## src/rtl/jt12_mixacc_if.sv

```systemverilog
// Operator-slot bus into the FM channel mixer and the stereo sample it publishes.
// master drives the slot stream and reads the mix; slave is the mixer side.
interface jt12_mixacc_if #(
  parameter int CHANNELS  = 6,
  parameter int OPW       = 9,
  parameter int ACC_WIDTH = 16
);
  localparam int CHW = (CHANNELS > 1) ? $clog2(CHANNELS) : 1;

  logic                        clk_en;
  logic                        zero;
  logic [CHW-1:0]              ch;
  logic [1:0]                  op;
  logic signed [OPW-1:0]       op_result;
  logic [2:0]                  alg;
  logic [1:0]                  rl;
  logic                        ch_en;
  logic                        pcm_en;
  logic signed [OPW-1:0]       pcm;
  logic signed [ACC_WIDTH-1:0] left;
  logic signed [ACC_WIDTH-1:0] right;
  logic                        sample;
  logic                        clip;

  modport master (
    output clk_en, zero, ch, op, op_result, alg, rl, ch_en, pcm_en, pcm,
    input  left, right, sample, clip
  );

  modport slave (
    input  clk_en, zero, ch, op, op_result, alg, rl, ch_en, pcm_en, pcm,
    output left, right, sample, clip
  );
endinterface

```

## src/rtl/jt12_mixacc.sv

```systemverilog
// Time-multiplexed FM channel mixer: sums carrier operators per channel,
// limits each channel, pans it into stereo frame accumulators and publishes
// one saturated, scaled left/right sample per frame.
// Optional build macro: JT12_MIXACC_LADDER_EN adds a +/-4 DAC ladder offset
// to both sides of every channel commit.
module jt12_mixacc #(
  parameter int CHANNELS  = 6,
  parameter int OPW       = 9,
  parameter int ACC_WIDTH = 16,
  parameter int SHIFT     = 4
) (
  input logic          clk,
  input logic          rst_n,
  jt12_mixacc_if.slave bus
);
  localparam int CHW   = (CHANNELS > 1) ? $clog2(CHANNELS) : 1;
  localparam int DEPTH = 1 << CHW;
  localparam int SW    = OPW + 2;
  localparam int AW    = OPW + CHW + 2;
  localparam int OW    = AW + SHIFT;
  localparam int XW    = ((OW > ACC_WIDTH) ? OW : ACC_WIDTH) + 1;

  localparam logic [CHW-1:0]     PCM_CH = CHW'(CHANNELS - 1);
  localparam logic signed [SW:0] VMAX   = (SW + 1)'((2 ** (OPW - 1)) - 1);
  localparam logic signed [SW:0] VMIN   = (SW + 1)'(-(2 ** (OPW - 1)));

  logic signed [SW-1:0]        chsum_q [DEPTH];
  logic signed [SW-1:0]        chsum_d [DEPTH];
  logic signed [AW-1:0]        accl_q, accl_d, accr_q, accr_d;
  logic signed [OPW-1:0]       pcm_q, pcm_d;
  logic signed [ACC_WIDTH-1:0] left_q, left_d, right_q, right_d;
  logic                        sample_q, sample_d, clip_q, clip_d;

  logic [3:0]            carriers;
  logic                  is_pcm;
  logic                  commit;
  logic signed [OPW-1:0] contrib;
  logic signed [OPW-1:0] v;
  logic signed [SW:0]    csum;
  logic signed [AW-1:0]  v_ext, add_l, add_r;
  logic [ACC_WIDTH:0]    scl_l, scl_r;
`ifdef JT12_MIXACC_LADDER_EN
  localparam logic signed [AW-1:0] DAC = AW'(4);
  logic signed [AW-1:0]  dac;
`endif

  // Scale a frame sum by SHIFT and saturate; MSB of the result flags clipping.
  function automatic logic [ACC_WIDTH:0] scale(input logic signed [AW-1:0] a);
    logic signed [XW-1:0] x;
    logic signed [XW-1:0] hi;
    logic signed [XW-1:0] lo;
    x  = {{(XW - AW){a[AW-1]}}, a};
    x  = x <<< SHIFT;
    hi = '0;
    hi[ACC_WIDTH-2:0] = '1;
    lo = ~hi;
    if (x > hi)      scale = {1'b1, hi[ACC_WIDTH-1:0]};
    else if (x < lo) scale = {1'b1, lo[ACC_WIDTH-1:0]};
    else             scale = {1'b0, x[ACC_WIDTH-1:0]};
  endfunction

  assign scl_l = scale(accl_q);
  assign scl_r = scale(accr_q);

  // Carrier operator mask for the algorithm of the current channel (bit = op slot)
  always_comb begin
    carriers = 4'b1111;
    case (bus.alg)
      3'd0, 3'd1, 3'd2, 3'd3: carriers = 4'b1000;
      3'd4:                   carriers = 4'b1010;
      3'd5, 3'd6:             carriers = 4'b1110;
      default:                carriers = 4'b1111;
    endcase
  end

  // Slot contribution, limited channel value and the panned amounts committed at S4
  always_comb begin
    is_pcm  = bus.pcm_en && (bus.ch == PCM_CH);
    commit  = (bus.op == 2'd3);
    // A zero slot feeds its fresh PCM sample straight through to a same-slot commit.
    pcm_d   = (bus.clk_en && bus.zero) ? bus.pcm : pcm_q;
    contrib = (carriers[bus.op] && bus.ch_en && !is_pcm) ? bus.op_result : '0;
    csum    = {chsum_q[bus.ch][SW-1], chsum_q[bus.ch]} + {{3{contrib[OPW-1]}}, contrib};
    if (csum > VMAX)      v = {1'b0, {(OPW - 1){1'b1}}};
    else if (csum < VMIN) v = {1'b1, {(OPW - 1){1'b0}}};
    else                  v = csum[OPW-1:0];
    if (is_pcm) v = bus.ch_en ? pcm_d : '0;
    v_ext = {{(AW - OPW){v[OPW-1]}}, v};
`ifdef JT12_MIXACC_LADDER_EN
    dac   = v[OPW-1] ? -DAC : DAC;
    add_l = bus.rl[1] ? v_ext + dac : dac;
    add_r = bus.rl[0] ? v_ext + dac : dac;
`else
    add_l = bus.rl[1] ? v_ext : '0;
    add_r = bus.rl[0] ? v_ext : '0;
`endif
    if (!commit) begin
      add_l = '0;
      add_r = '0;
    end
  end

  // Next state: channel sums, frame accumulators, frame-end output publish
  always_comb begin
    for (int unsigned i = 0; i < DEPTH; i++) chsum_d[i] = chsum_q[i];
    accl_d   = accl_q;
    accr_d   = accr_q;
    left_d   = left_q;
    right_d  = right_q;
    clip_d   = clip_q;
    sample_d = 1'b0;
    if (bus.clk_en) begin
      if (bus.zero) begin
        for (int unsigned i = 0; i < DEPTH; i++) begin
          if (CHW'(i) != bus.ch) chsum_d[i] = '0;
        end
        left_d   = scl_l[ACC_WIDTH-1:0];
        right_d  = scl_r[ACC_WIDTH-1:0];
        clip_d   = scl_l[ACC_WIDTH] | scl_r[ACC_WIDTH];
        sample_d = 1'b1;
        accl_d   = add_l;
        accr_d   = add_r;
      end else begin
        accl_d = accl_q + add_l;
        accr_d = accr_q + add_r;
      end
      chsum_d[bus.ch] = commit ? '0 : chsum_q[bus.ch] + {{2{contrib[OPW-1]}}, contrib};
    end
  end

  // State registers with synchronous active-low reset
  always_ff @(posedge clk) begin
    if (!rst_n) begin
      for (int unsigned i = 0; i < DEPTH; i++) chsum_q[i] <= '0;
      accl_q   <= '0;
      accr_q   <= '0;
      pcm_q    <= '0;
      left_q   <= '0;
      right_q  <= '0;
      sample_q <= 1'b0;
      clip_q   <= 1'b0;
    end else begin
      for (int unsigned i = 0; i < DEPTH; i++) chsum_q[i] <= chsum_d[i];
      accl_q   <= accl_d;
      accr_q   <= accr_d;
      pcm_q    <= pcm_d;
      left_q   <= left_d;
      right_q  <= right_d;
      sample_q <= sample_d;
      clip_q   <= clip_d;
    end
  end

  assign bus.left   = left_q;
  assign bus.right  = right_q;
  assign bus.sample = sample_q;
  assign bus.clip   = clip_q;
endmodule
```

## src/flat_wrapper.sv

```systemverilog
// flat-port wrapper written by rule: the top's interface ports become plain ports
module jt12_mixacc_flat 
#(
  parameter int CHANNELS  = 6,
  parameter int OPW       = 9,
  parameter int ACC_WIDTH = 16,
  parameter int SHIFT     = 4
)
  (clk, rst_n, bus_clk_en, bus_zero, bus_ch, bus_op, bus_op_result, bus_alg, bus_rl, bus_ch_en, bus_pcm_en, bus_pcm, bus_left, bus_right, bus_sample, bus_clip);
  jt12_mixacc_if #(.CHANNELS(CHANNELS), .OPW(OPW), .ACC_WIDTH(ACC_WIDTH)) bus_i ();
  input logic clk;
  input logic rst_n;
  input wire logic [$bits(bus_i.clk_en)-1:0] bus_clk_en;
  input wire logic [$bits(bus_i.zero)-1:0] bus_zero;
  input wire logic [$bits(bus_i.ch)-1:0] bus_ch;
  input wire logic [$bits(bus_i.op)-1:0] bus_op;
  input wire logic [$bits(bus_i.op_result)-1:0] bus_op_result;
  input wire logic [$bits(bus_i.alg)-1:0] bus_alg;
  input wire logic [$bits(bus_i.rl)-1:0] bus_rl;
  input wire logic [$bits(bus_i.ch_en)-1:0] bus_ch_en;
  input wire logic [$bits(bus_i.pcm_en)-1:0] bus_pcm_en;
  input wire logic [$bits(bus_i.pcm)-1:0] bus_pcm;
  output wire logic [$bits(bus_i.left)-1:0] bus_left;
  output wire logic [$bits(bus_i.right)-1:0] bus_right;
  output wire logic [$bits(bus_i.sample)-1:0] bus_sample;
  output wire logic [$bits(bus_i.clip)-1:0] bus_clip;
  assign bus_i.clk_en = bus_clk_en;
  assign bus_i.zero = bus_zero;
  assign bus_i.ch = bus_ch;
  assign bus_i.op = bus_op;
  assign bus_i.op_result = bus_op_result;
  assign bus_i.alg = bus_alg;
  assign bus_i.rl = bus_rl;
  assign bus_i.ch_en = bus_ch_en;
  assign bus_i.pcm_en = bus_pcm_en;
  assign bus_i.pcm = bus_pcm;
  assign bus_left = bus_i.left;
  assign bus_right = bus_i.right;
  assign bus_sample = bus_i.sample;
  assign bus_clip = bus_i.clip;
  jt12_mixacc #(.CHANNELS(CHANNELS), .OPW(OPW), .ACC_WIDTH(ACC_WIDTH), .SHIFT(SHIFT)) u_core (.clk(clk), .rst_n(rst_n), .bus(bus_i));
endmodule
```

## config.mk

```make
export PLATFORM = sky130hd
export DESIGN_NAME = jt12_mixacc_flat
export DESIGN_NICKNAME = d
export VERILOG_FILES = /design/src/rtl/jt12_mixacc_if.sv /design/src/rtl/jt12_mixacc.sv /design/src/flat_wrapper.sv
export SDC_FILE = /design/constraint.sdc
export NUM_CORES = 1
export LEC_CHECK = 0
export CAP_MARGIN = 30
export CORE_AREA = 2 2 136 138
export DETAILED_ROUTE_END_ITERATION = 8
export DIE_AREA = 0 0 138 140
export PLACE_DENSITY = 0.69
export SYNTH_ARGS = -nofsm -noshare
export SYNTH_HDL_FRONTEND = slang
export SYNTH_SLANG_ARGS = --single-unit
export TNS_END_PERCENT = 100
```

## constraint.sdc

```tcl
create_clock -name clk -period 9.8 [get_ports clk]
set_clock_uncertainty 0.15 [all_clocks]
set_input_delay 1.96 -clock clk [delete_from_list [all_inputs] [get_ports clk]]
set_output_delay 1.96 -clock clk [all_outputs]
set_load 0.01 [all_outputs]
```

==> Yosys cells after proc, flatten, opt, wreduce, memory -nomap -nowiden <==
Memory sizes are Yosys's and may differ from the RTL's.
Index checks and enable logic that the tools add are counted.
{ "totals": {"in_bits": 34, "wordCells": 103, "out_inout_bits": 34, "latchBits": 0, "mem_count": 1, "ramBits": 88, "ff_bits": 71, "rom_bits": 0} }
{ "mem_list": {"columns": ["name", "words", "word_bits", "rd", "rd_clocked_by_memory_dff", "write_ports", "line_no", "rtl"], "rows": [
  ["u_core.chsum_q", 8, 11, 9, 0, 8, "jt12_mixacc.sv:27", "logic signed [SW-1:0] chsum_q [DEPTH];"]
]} }
{ "classes": {"div": 0, "n_eq_ne": 15, "n_bitwise": 10, "n_reduce_logical": 12, "mul": 0, "order_cmp": 9, "shifts": 0, "n_addsub": 4, "n_mux": 45} }
{ "op_table": {"columns": ["cell", "count"], "rows": [
  ["$mux W88", 3],
  ["$mux W11", 18],
  ["$bwmux W88", 1],
  ["$mux W14", 6],
  ["$mux W17", 4],
  ["$mux W9", 6],
  ["$gt A18 B16 Y1 const B", 2],
  ["$lt A18 B16 Y1 const B", 2],
  ["$demux W11 S3", 1],
  ["$add A14 B14 Y14", 2],
  ["$add A11 B9 Y12", 1],
  ["$eq A3 B3 Y1 const B", 4],
  ["$gt A12 B9 Y1 const B", 1],
  ["$lt A12 B9 Y1 const B", 1],
  ["$ne A3 B3 Y1 const A", 4],
  ["$add A11 B11 Y11", 1],
  ["$or A1 B1 Y1", 9],
  ["$pmux W3 S3", 1],
  ["$eq A3 B2 Y1 const B", 2],
  ["$ne A2 B3 Y1 const A", 2],
  ["$logic_and A1 B1 Y1", 5],
  ["$ge A4 B4 Y1 const B", 1],
  ["$lt A4 B1 Y1 const B", 1],
  ["$mux W1", 4],
  ["12 further kinds", 13]
]} }

==> Depth between registers and ports, before layout <==
Gate-level depths: netlist (run 1).
{ "depth": {"word_depth": 17, "ltp_mapped": 25, "ltp_nobuf": 25} }

==> Worst setup path after synthesis (run 1) <==
OpenSTA, ideal clock, no wires.
{ "synth_path": {"path_type": "input port to flip-flop", "from": "input port bus_ch[0]", "to": "register u_core.accr_q[13]", "required_ps": 9518, "path_stages": 24, "setup_slack_ps": 2021, "arrival_ps": 7497, "setup_time_ps": 132, "n_path_buf": 2, "path_cell_list": "buf_1 buf_2 mux4_2 mux2_2 ha_1 inv_1 fa_1 nor2b_1 o31a_1 o31a_1 or3_1 a21oi_4 a31oi_4 a22oi_1 inv_1 ha_1 a211oi_1 o21a_1 o31ai_1 o41ai_1 o21ai_0 and2_1 o21ai_0 a31oi_1"} }
{ "synth_via": {"elab_chain_len": 14} }
{ "synth_lines": {"columns": ["element", "line_no", "rtl"], "rows": [
  ["start: declaration", "flat_wrapper.sv:15", "input wire logic [$bits(bus_i.ch)-1:0] bus_ch;"],
  ["$eq A3 B3 Y1", "jt12_mixacc.sv:78", "is_pcm = bus.pcm_en && (bus.ch == PCM_CH);"],
  ["$logic_and A1 B1 Y1", "jt12_mixacc.sv:78", null],
  ["$logic_not A1 Y1", "jt12_mixacc.sv:82", "contrib = (carriers[bus.op] && bus.ch_en && !is_pcm) ? bus.op_result : '0;"],
  ["$logic_and A1 B1 Y1", "jt12_mixacc.sv:82", null],
  ["$mux W9", "jt12_mixacc.sv:82", null],
  ["$add A11 B9 Y12", "jt12_mixacc.sv:83", "csum = {chsum_q[bus.ch][SW-1], chsum_q[bus.ch]} + {{3{contrib[OPW-1]}}, contrib};"],
  ["$lt A12 B9 Y1", "jt12_mixacc.sv:85", "else if (csum < VMIN) v = {1'b1, {(OPW - 1){1'b0}}};"],
  ["$mux W9", "jt12_mixacc.sv:85", null],
  ["$mux W9", "jt12_mixacc.sv:84", "if (csum > VMAX) v = {1'b0, {(OPW - 1){1'b1}}};"],
  ["$mux W9 (*)", "jt12_mixacc.sv:87", "if (is_pcm) v = bus.ch_en ? pcm_d : '0;"],
  ["$mux W14 (*)", "jt12_mixacc.sv:95", "add_r = bus.rl[0] ? v_ext : '0;"],
  ["$mux W14 (*)", "jt12_mixacc.sv:97", "if (!commit) begin"],
  ["$add A14 B14 Y14", "jt12_mixacc.sv:125", "accr_d = accr_q + add_r;"],
  ["$mux W14 (*)", "jt12_mixacc.sv:113", "if (bus.zero) begin"],
  ["end signal: assignment", "jt12_mixacc.sv:145", "accr_q <= accr_d;"],
  ["end: declaration", "jt12_mixacc.sv:29", "logic signed [AW-1:0] accl_q, accl_d, accr_q, accr_d;"]
]} }
Mark *: on every way between the ends. The rest lies on a longest branch, timed or not.
A chain may end at the register's enable or synchronous reset.

==> Worst setup path in the final report (run 1) <==
{ "layout_path": {"from": "input port bus_ch[2]", "to": "register u_core.accr_q[13]"} }
The elaborated chain is that of the path after synthesis.

==> impl_metrics.tcl, run 1 <==
set metrics [dict create \
    cts_resized 0 \
    max_freq_mhz 120 \
    grt_use_total 0.258 \
    layout_commonest_cell "dfxtp_1" \
    leakage_nw 3.69 \
    ff2ff_setup_slack_ns 3.90 \
    layout_common_cells "dfxtp_1, a21oi_1, nand2_1" \
    power_density_nw_per_um2 147 \
    cpPeakStageDelay_ns 0.73 \
    min_to "u_core.bus.right[12]$_SDFFE_PN0P_" \
    netlist_area_um2 8760 \
    worstHoldPathType "flop to flop" \
    diodes 0 \
    setup_viol 0 \
    synth_cell_types 64 \
    clockRootBuffer "clkbuf_16" \
    synth_fp_nets 1160 \
    r2r-start "u_core.chsum_q[7][1]$_SDFFE_PN0P_" \
    slew_violations 0 \
    clock_latency_ns 0.43 \
    dieHeight_um 140 \
    required_ns 9.93 \
    grt_antenna_before_repair 0 \
    drive_gt1_frac 0.0887 \
    ys_ff_latch 153 \
    overflow 0 \
    vias 8157 \
    grt_first_pass_wirelength_um 39800 \
    worstMarginPinSlew_ns 1.04 \
    die-area_um2 19300 \
    cts_setup_buffers 0 \
    worstPathMaxFanout 21 \
    ys_seq_area_frac 0.350 \
    drv_cap 0 \
    whs_path_depth 2 \
    syn_inst 1086 \
    vias_per_cell 6.01 \
    die_w_um 138 \
    ioPinCount 68 \
    cp_slowest_cell "nor3_1" \
    drcViolationCount 0 \
    numCtsBuffers 17 \
    clock-sinks 153 \
    postLayoutCoreUtil 0.568 \
    nNetsFinal 1189 \
    relSlewSlack 0.310 \
    initial_core_util 0.493 \
    drt_iter0_markers 609 \
    path_clk_slew_ns 0.06 \
    ant_nets 0 \
    dp_hpwl_um 17000 \
    finalCritPeriodShare 0.853 \
    fillers 1694 \
    period_minus_slack_ns 8.36 \
    io_buffers 67 \
    grt_pass1_vias 7516 \
    cts_tree "built" \
    max-vdd-ir-drop_v 0.000115 \
    core-area_um2 17800 \
    clk_path_buf_depth 2 \
    synthArstFlopShare 0 \
    critical_path_arrival_ns 8.49 \
    grt_start_max_net_pins 89 \
    fin_setup_tns_ns 0 \
    hp-start "u_core.bus.right[12]$_SDFFE_PN0P_" \
    gp_congestion 0.944 \
    place_inst 1324 \
    synth-main-ff-cell "dfxtp_1" \
    status "finished clean" \
    synth_edf_count 0 \
    avgSynthCellArea_um2 8.06 \
    reg2reg_to "u_core.accr_q[13]$_SDFFE_PN0P_" \
    critical_path_class "input port to flop" \
    endpoint_kind "flop" \
    rows 49 \
    wl_um 25200 \
    reg2regPathDepth 20 \
    firstDrtPassIters 5 \
    hold_viol 0 \
    wl_per_cell_um 18.6 \
    postCtsHoldBufs 0 \
    htreeDepth 4 \
    path_cells "clkdlybuf4s50_1 > buf_4 > nor2b_1 > and3_1 > nor3_1 > and2_1 > ha_1 > a211oi_2 > o21bai_2 > a2111oi_4 > nor3_2 > nor3_4 > a31oi_4 > a22oi_1 > inv_1 > ha_1 > a211oi_1 > o21a_1 > o31ai_1 > o41ai_1 > o21ai_0 > and2_1 > o21ai_0 > a31oi_1" \
    area_growth_pct 15.4 \
    ys_warn_count 0 \
    rsz0062_at_grt "false" \
    fin_cells 1357 \
    cp-start-kind "input port" \
]
==> sequential cells by signal, indices dropped and copies added (netlist names) <==
name	count
u_core.accr_q	14
u_core.chsum_q	88
u_core.bus.sample	1
u_core.bus.right	13
u_core.accl_q	14
u_core.bus.clip	1
u_core.bus.left	13
u_core.pcm_q	9
==> power by group <==
group	total, mW	leakage, nW	switching [mW]	internal [mW]
registers	0.650	1.24	0.0120	0.638
clock network	0.626	0.260	0.289	0.337
logic	0.206	2.19	0.128	0.0773
total	1.48	3.69	0.429	1.05
==> cells by family after synthesis <==
family	after synthesis	synth area share
and+or+nand+nor	409	0.212
AOI/OAI and AO/OA	322	0.226
DFF	153	0.350
buffers and inverters	93	0.0430
muxes	42	0.0810
adders and majority gates	41	0.0609
xor gates and xnor gates	26	0.0269
==> worst max-delay path: cells and delay by family <==
kind / cells / cell delay, ns
AOI/OAI and AO/OA: 12 / 2.95
and+or+nand+nor: 7 / 2.27
buffers and inverters: 3 / 0.74
adders and majority gates: 2 / 0.57
==> worst max-delay path by stage <==
stage,from,cells after the start,to
2_1_floorplan,bus_ch[0],24,u_core.accr_q[13]$_SDFFE_PN0P_
3_3_place_gp,bus_ch[2],24,u_core.accr_q[13]$_SDFFE_PN0P_
3_5_place_dp,bus_ch[2],26,u_core.accr_q[13]$_SDFFE_PN0P_
4_1_cts,bus_ch[2],24,u_core.accr_q[13]$_SDFFE_PN0P_
5_1_grt,bus_ch[2],26,u_core.accr_q[13]$_SDFFE_PN0P_
6_report,bus_ch[2],24,u_core.accr_q[13]$_SDFFE_PN0P_
==> synthesized netlist by cell type, types with 8 or more instances <==
cell	n	area share
xor2_1	14	0.014
mux4_2	22	0.057
xnor2_1	11	0.011
o21a_1	18	0.015
a21oi_1	147	0.084
and2_1	21	0.015
clkbuf_1	48	0.021
mux2_2	11	0.014
nand3_1	94	0.054
a31oi_1	24	0.017
dfxtp_1	153	0.35
inv_1	20	0.0086
o21ai_0	61	0.035
mux2i_1	9	0.010
nor2_1	111	0.048
ha_1	37	0.053
nand2_1	120	0.051
nand2b_1	8	0.0057
nor3_1	20	0.011
buf_1	13	0.0056
o221ai_1	10	0.010
o31ai_1	8	0.0069
==> metrics by stage <==
| stage | instance area, µm² | hold slack, ns | power (mW) | setup WS, ns |
|---|---|---|---|---|
| 3_5_place_dp | 9530 | 0.295 | 0.866 | 1.09 |
| 2_1_floorplan | 8760 | 0.294 | 0.795 | 2.02 |
| 6_report | 10100 | 0.300 | 1.48 | 1.44 |
| 3_3_place_gp | 9510 | 0.289 | 0.863 | 1.31 |
| 4_1_cts | 10100 | 0.303 | 1.48 | 1.52 |
| 5_1_grt | 10100 | 0.323 | 1.53 | 0.960 |
==> layer usage <==
metal  vias up  wire length [µm]  GRT usage
li1       3967                 -          -
met1      3876             10700      0.318
met2       261             12600      0.448
met3        53              1170     0.0431
met4         0               790      0.106
met5         -                 0          0
==> area by class of cell <==
class | count | area (µm²) | area share
flip-flops and latches | 153 | 3060 | 0.303
multi-input cells | 840 | 5330 | 0.527
inverters | 22 | 83.8 | 0.00830
clock buffers | 19 | 443 | 0.0438
well taps | 229 | 287 | 0.0284
repair buffers | 81 | 791 | 0.0782
clock inverters | 13 | 114 | 0.0113
Note: power is estimated with default switching activity, not from simulation.
==> inputs of run 2 (changes only) <==
--- a/config.mk
+++ b/config.mk
@@ -11,2 +11,3 @@
 export DIE_AREA = 0 0 138 140
+export MAX_ROUTING_LAYER = met4
 export PLACE_DENSITY = 0.69
==> constraint.sdc (replaced) <==
create_clock -name clk -period 8.1 [get_ports clk]
set_clock_uncertainty 0.15 [all_clocks]
set_input_delay 1.62 -clock clk [delete_from_list [all_inputs] [get_ports clk]]
set_output_delay 1.62 -clock clk [all_outputs]
set_load 0.005 [all_outputs]
==> impl_metrics.tcl, run 2 (synthesis gave the netlist of run 1 again) <==
set metrics [dict create \
    max-vdd-ir-drop_v 0.000158 \
    grt_first_pass_wirelength_um 40100 \
    crit_buf_inv 2 \
    finalCritPeriodShare 0.922 \
    worstPathMaxFanout 31 \
    p_total_mw 1.82 \
    place_inst 1329 \
    vias 8124 \
    reg2regPathDepth 20 \
    die_w_um 138 \
    core-area_um2 17800 \
    critical_path_class "input port to flop" \
    clockRootBuffer "clkbuf_16" \
    holdWs_ns 0.300 \
    setup_viol 0 \
    required_ns 8.23 \
    largest-register "u_core.chsum_q" \
    cp_slowest_cell "a22oi_1" \
    cts_tree "built" \
    path_depth 22 \
    wl_um 25200 \
    relSlewSlack 0.317 \
    drcViolationCount 0 \
    grt_pass1_vias 7542 \
    grt_antenna_before_repair 0 \
    drive_gt1_frac 0.0936 \
    diodes 0 \
    ioPinCount 68 \
    slew_violations 0 \
    overflow 0 \
    wl_per_cell_um 18.5 \
    layout_commonest_cell "dfxtp_1" \
    worstHoldPathType "flop to flop" \
    cts_setup_buffers 0 \
    fin_setup_tns_ns 0 \
    grt_start_max_net_pins 89 \
    initial_core_util 0.493 \
    gp_congestion 0.899 \
    max_freq_mhz 134 \
    numCtsBuffers 17 \
    clock-sinks 153 \
    die-area_um2 19300 \
    power_density_nw_per_um2 180 \
    dp_hpwl_um 17100 \
    cp-start-kind "input port" \
    nNetsFinal 1193 \
    critical_path_arrival_ns 7.60 \
    firstDrtPassIters 7 \
    path_cells "clkdlybuf4s50_1 > buf_4 > mux4_2 > mux2_2 > ha_1 > a211oi_2 > o21bai_2 > a2111oi_4 > nor3_2 > nor3_4 > a31oi_4 > a22oi_1 > nor2_1 > ha_1 > o21ai_0 > o21a_1 > o31ai_1 > o211ai_1 > o21a_1 > and2_1 > o21ai_0 > a31oi_1" \
    reg.largest.list "u_core.chsum_q (88), u_core.accl_q (14), u_core.accr_q (14)" \
    status "finished clean" \
    htreeDepth 4 \
    leakage_nw 3.72 \
    dieHeight_um 140 \
    layout_common_cells "dfxtp_1, a21oi_1, nand2_1" \
    postCtsHoldBufs 0 \
    rsz0062_at_grt "false" \
    worstMarginPinSlew_ns 1.02 \
    grt_use_total 0.266 \
    clock_latency_ns 0.43 \
    fin_cells 1361 \
    drv_cap 0 \
    io_buffers 67 \
    clk_path_buf_depth 2 \
    rows 49 \
    cpPeakStageDelay_ns 0.49 \
    ant_nets 0 \
    postLayoutCoreUtil 0.570 \
    vias_per_cell 5.97 \
    drt_iter0_markers 607 \
    path_clk_slew_ns 0.06 \
    period_minus_slack_ns 7.47 \
    hold_viol 0 \
    cp_top_family "compound AO/OA/AOI/OAI gates" \
    whs_path_depth 2 \
    area_growth_pct 15.8 \
    endpoint_kind "flop" \
    largest_reg_flops 88 \
]
## run 2: cell types whose count changed in the layout (fill, tap and decap cells not counted), sizes merged
cell and change:
bufinv +1, inv +3, clkbuf -1, clkinv -2, clkinvlp -1, buf +4
## run 2: where the power goes
part | internal, mW | switching [mW] | total, mW
Clock | 0.439 | 0.350 | 0.789
Combinational | 0.0931 | 0.153 | 0.247
Sequential | 0.772 | 0.0143 | 0.786
Total | 1.30 | 0.518 | 1.82
## run 2: final timing paths
kind / startpoint / end / slack [ns]
max: bus_ch[1] / u_core.accl_q[13]$_SDFFE_PN0P_ / 0.63
min: u_core.bus.left[6]$_SDFFE_PN0P_ / u_core.bus.left[6]$_SDFFE_PN0P_ / 0.30
max reg2reg: u_core.chsum_q[3][2]$_SDFFE_PN0P_ / u_core.accl_q[13]$_SDFFE_PN0P_ / 2.29
min reg2reg: u_core.bus.left[6]$_SDFFE_PN0P_ / u_core.bus.left[6]$_SDFFE_PN0P_ / 0.30
## run 2: timing repair
| item | 4_1_cts | 5_1_grt |
|---|---|---|
| resized for setup | 0 | 1 |
| hold endpoints to repair | 0 | 0 |
| endpoints found under the setup margin | 0 | 3 |
## run 2: area by class of cell
type | count | area, µm²
timing repair buffer | 85 | 801
tap | 229 | 287
multi-input combinational | 840 | 5330
sequential | 153 | 3060
fill | 1686 | 7640
clock inverter | 14 | 138
clock buffer | 18 | 439
inverter | 22 | 83.8
## run 2: metrics by stage
stage | instance area, µm² | setup WS [ns]
5_1_grt | 10100 | 0.0420
2_1_floorplan | 8760 | 0.661
3_3_place_gp | 9560 | 0.246
3_5_place_dp | 9560 | 0.0555
6_report | 10100 | 0.630
4_1_cts | 10100 | 0.464
## run 2: metal layers
layer / vias up / routed length (µm) / global-route usage
li1: 3965 / - / -
met1: 3829 / 10600 / 0.328
met2: 289 / 12500 / 0.452
met3: 41 / 1590 / 0.0444
met4: 0 / 491 / 0.0779
met5: - / 0 / -
## run 2: tightest hold or removal path: cells and delay by family, from the launching register on
family	cells	cell delay [ns]
flip-flops	1	0.31
AO/OA/AOI/OAI	1	0.05
AND/OR/NAND/NOR	1	0.05
==> inputs of run 3 (changes only) <==
- ABC_AREA: default -> 1
- CORE_AREA: 2 2 136 138 -> 2 2 135 137
- DIE_AREA: 0 0 138 140 -> 0 0 137 139
==> impl_metrics.tcl, run 3 <==
set metrics [dict create \
    synth_top_area_frac 0.353 \
    grt_first_pass_wirelength_um 40300 \
    dp_hpwl_um 17200 \
    wl_per_cell_um 15.8 \
    synthAdderAreaFrac 0.0603 \
    fin_setup_tns_ns 0 \
    synth_xor_area_frac 0.0111 \
    r2r-start "u_core.chsum_q[6][0]$_SDFFE_PN0P_" \
    cp_slowest_cell "clkdlybuf4s50_1" \
    clk_path_buf_depth 2 \
    setup_ws_ns 1.13 \
    gp_congestion 0.964 \
    power_density_nw_per_um2 196 \
    synth.mux.area_fraction 0.0104 \
    cts_setup_buffers 0 \
    ff2ff_setup_slack_ns 3.41 \
    ys_ff_latch 153 \
    required_ns 8.28 \
    dieHeight_um 139 \
    fin_area_um2 10000 \
    critical_path_arrival_ns 7.16 \
    ys_warn_count 0 \
    grt_start_max_net_pins 76 \
    max-vdd-ir-drop_v 0.000156 \
    cts_resized 0 \
    ant_nets 0 \
    synth_edf_count 0 \
    grt_antenna_before_repair 0 \
    critical_path_class "input port to flop" \
    hold_viol 0 \
    reg.largest.list "u_core.chsum_q (88), u_core.accl_q (14), u_core.accr_q (14)" \
    cts_tree "built" \
    grt_pass1_vias 8119 \
    synth_compound_area_frac 0.199 \
    rsz0062_at_grt "false" \
    netlist_area_um2 8670 \
    cpPeakStageDelay_ns 0.56 \
    slew_violations 0 \
    clock_latency_ns 0.43 \
    synth-main-ff-cell "dfxtp_1" \
    worstHoldPathType "flop to flop" \
    yosysMostFrequentCell "nand2_1" \
    synth_area_leaders "dfxtp_1, nand2_1, a21oi_1" \
    die_w_um 137 \
    clockRootBuffer "clkbuf_16" \
    ioPinCount 68 \
    vias_per_cell 5.51 \
    drt_iter0_markers 827 \
    path_clk_slew_ns 0.06 \
    initial_core_util 0.491 \
    area_growth_pct 15.9 \
    largest-register "u_core.chsum_q" \
    max_freq_mhz 143 \
    leakage_nw 4.31 \
    worstPathMaxFanout 17 \
    layout_commonest_cell "nand2_1" \
    path_common_cell "nand3_1" \
    grt_use_total 0.272 \
    io_buffers 67 \
    core-area_um2 17700 \
    numCtsBuffers 17 \
    synthSimpleGateAreaFrac 0.278 \
    ys_seq_area_frac 0.353 \
    reg2reg_to "u_core.accr_q[9]$_SDFFE_PN0P_" \
    synth_cell_types 43 \
    finalCritPeriodShare 0.861 \
    synthArstFlopShare 0 \
    status "finished clean" \
    largest_reg_flops 88 \
    layout_common_cells "nand2_1, a21oi_1, dfxtp_1" \
    cp-start-kind "input port" \
    clock-sinks 153 \
    reg2regPathDepth 30 \
    drcViolationCount 0 \
    overflow 0 \
    postCtsHoldBufs 0 \
    whs_path_depth 2 \
    wl_um 24700 \
    syn_inst 1294 \
    htreeDepth 4 \
    yosys-top-cells-count "nand2_1, a21oi_1, dfxtp_1, inv_1, nand3_1" \
    endpoint_kind "flop" \
    avgSynthCellArea_um2 6.70 \
    period_minus_slack_ns 6.97 \
    drv_cap 0 \
    min_to "u_core.bus.right[14]$_SDFFE_PN0P_" \
    die-area_um2 19000 \
    drive_gt1_frac 0.0524 \
    synth_top_family_by_area "simple AND/OR/NAND/NOR gates" \
    diodes 0 \
    dpl_cell_area_um2 9440 \
    vias 8622 \
    rows 49 \
    yosys.area.top_type "dfxtp_1" \
    worstMarginPinSlew_ns 1.05 \
    hp-start "u_core.bus.right[14]$_SDFFE_PN0P_" \
    firstDrtPassIters 5 \
    dp_slack_ns 0.741 \
    nNetsFinal 1396 \
    synth_fp_nets 1368 \
    relSlewSlack 0.297 \
    setup_viol 0 \
]
-- run 3: changes by cell type after synthesis, sizes merged, moves of 11 or more --
cell	change
nor2	-21
o22ai	+19
nand3	+19
nor3	-15
mux4	-22
a21oi	+32
a31oi	-18
xor2	-11
inv	+98
mux2	-11
nand2	+229
o21a	-11
and2	-21
-- run 3: metal layers --
metal / vias up / part of all wire / routed length [µm] / GRT usage
met4: 0 / 0.031 / 763 / 0.0998
met2: 252 / 0.48 / 11800 / 0.439
met3: 47 / 0.050 / 1250 / 0.0493
met5: - / 0 / 0 / -
met1: 3978 / 0.44 / 10900 / 0.337
li1: 4345 / - / - / -
-- run 3: kinds of logic (layout without fill, tap and decap cells) --
kind of cell,Yosys count,in the layout
AOI/OAI and AO/OA,312,312
xor gates and xnor gates,11,11
and+or+nand+nor,576,576
buffers and inverters,193,234
muxes,9,9
DFF,153,153
adders and majority gates,40,40
-- run 3: worst max path at each step --
stage / start / depth (start not counted) / end
3_3_place_gp: bus_ch[1] / 35 / u_core.accr_q[9]$_SDFFE_PN0P_
4_1_cts: bus_ch[1] / 35 / u_core.accr_q[9]$_SDFFE_PN0P_
6_report: bus_ch[1] / 35 / u_core.accr_q[9]$_SDFFE_PN0P_
5_1_grt: bus_ch[1] / 35 / u_core.accr_q[9]$_SDFFE_PN0P_
2_1_floorplan: bus_ch[0] / 36 / u_core.accr_q[9]$_SDFFE_PN0P_
3_5_place_dp: bus_ch[1] / 35 / u_core.accr_q[9]$_SDFFE_PN0P_
-- run 3: area by class of cell --
class,count,area [µm²]
tap,229,287
fill,1750,7610
timing repair buffer,81,796
sequential,153,3060
inverter,121,457
clock buffer,22,464
multi-input combinational,948,4840
clock inverter,10,143
-- run 3: critical path: cells and delay by family --
| kind | cells | cell delay [ns] |
|---|---|---|
| adders and majority gates | 3 | 0.95 |
| and+or+nand+nor | 20 | 2.13 |
| buffers and inverters | 8 | 1.44 |
| AOI/OAI and AO/OA | 4 | 1.02 |
-- run 3: metrics by stage --
stage | utilization | power, mW | instances | hold WS, ns
2_1_floorplan | - | 1.04 | 1294 | 0.286
4_1_cts | 0.569 | 1.98 | 1564 | 0.311
6_report | 0.569 | 1.97 | 1564 | 0.314
5_1_grt | 0.569 | 2.05 | 1564 | 0.332
3_5_place_dp | 0.535 | 1.15 | 1532 | 0.302
3_3_place_gp | 0.533 | 1.15 | 1531 | 0.299
-- run 3: power breakdown --
part / switching (mW) / internal [mW] / total, mW
Combinational: 0.227 / 0.119 / 0.346
Sequential: 0.0174 / 0.778 / 0.795
Clock: 0.327 / 0.502 / 0.829
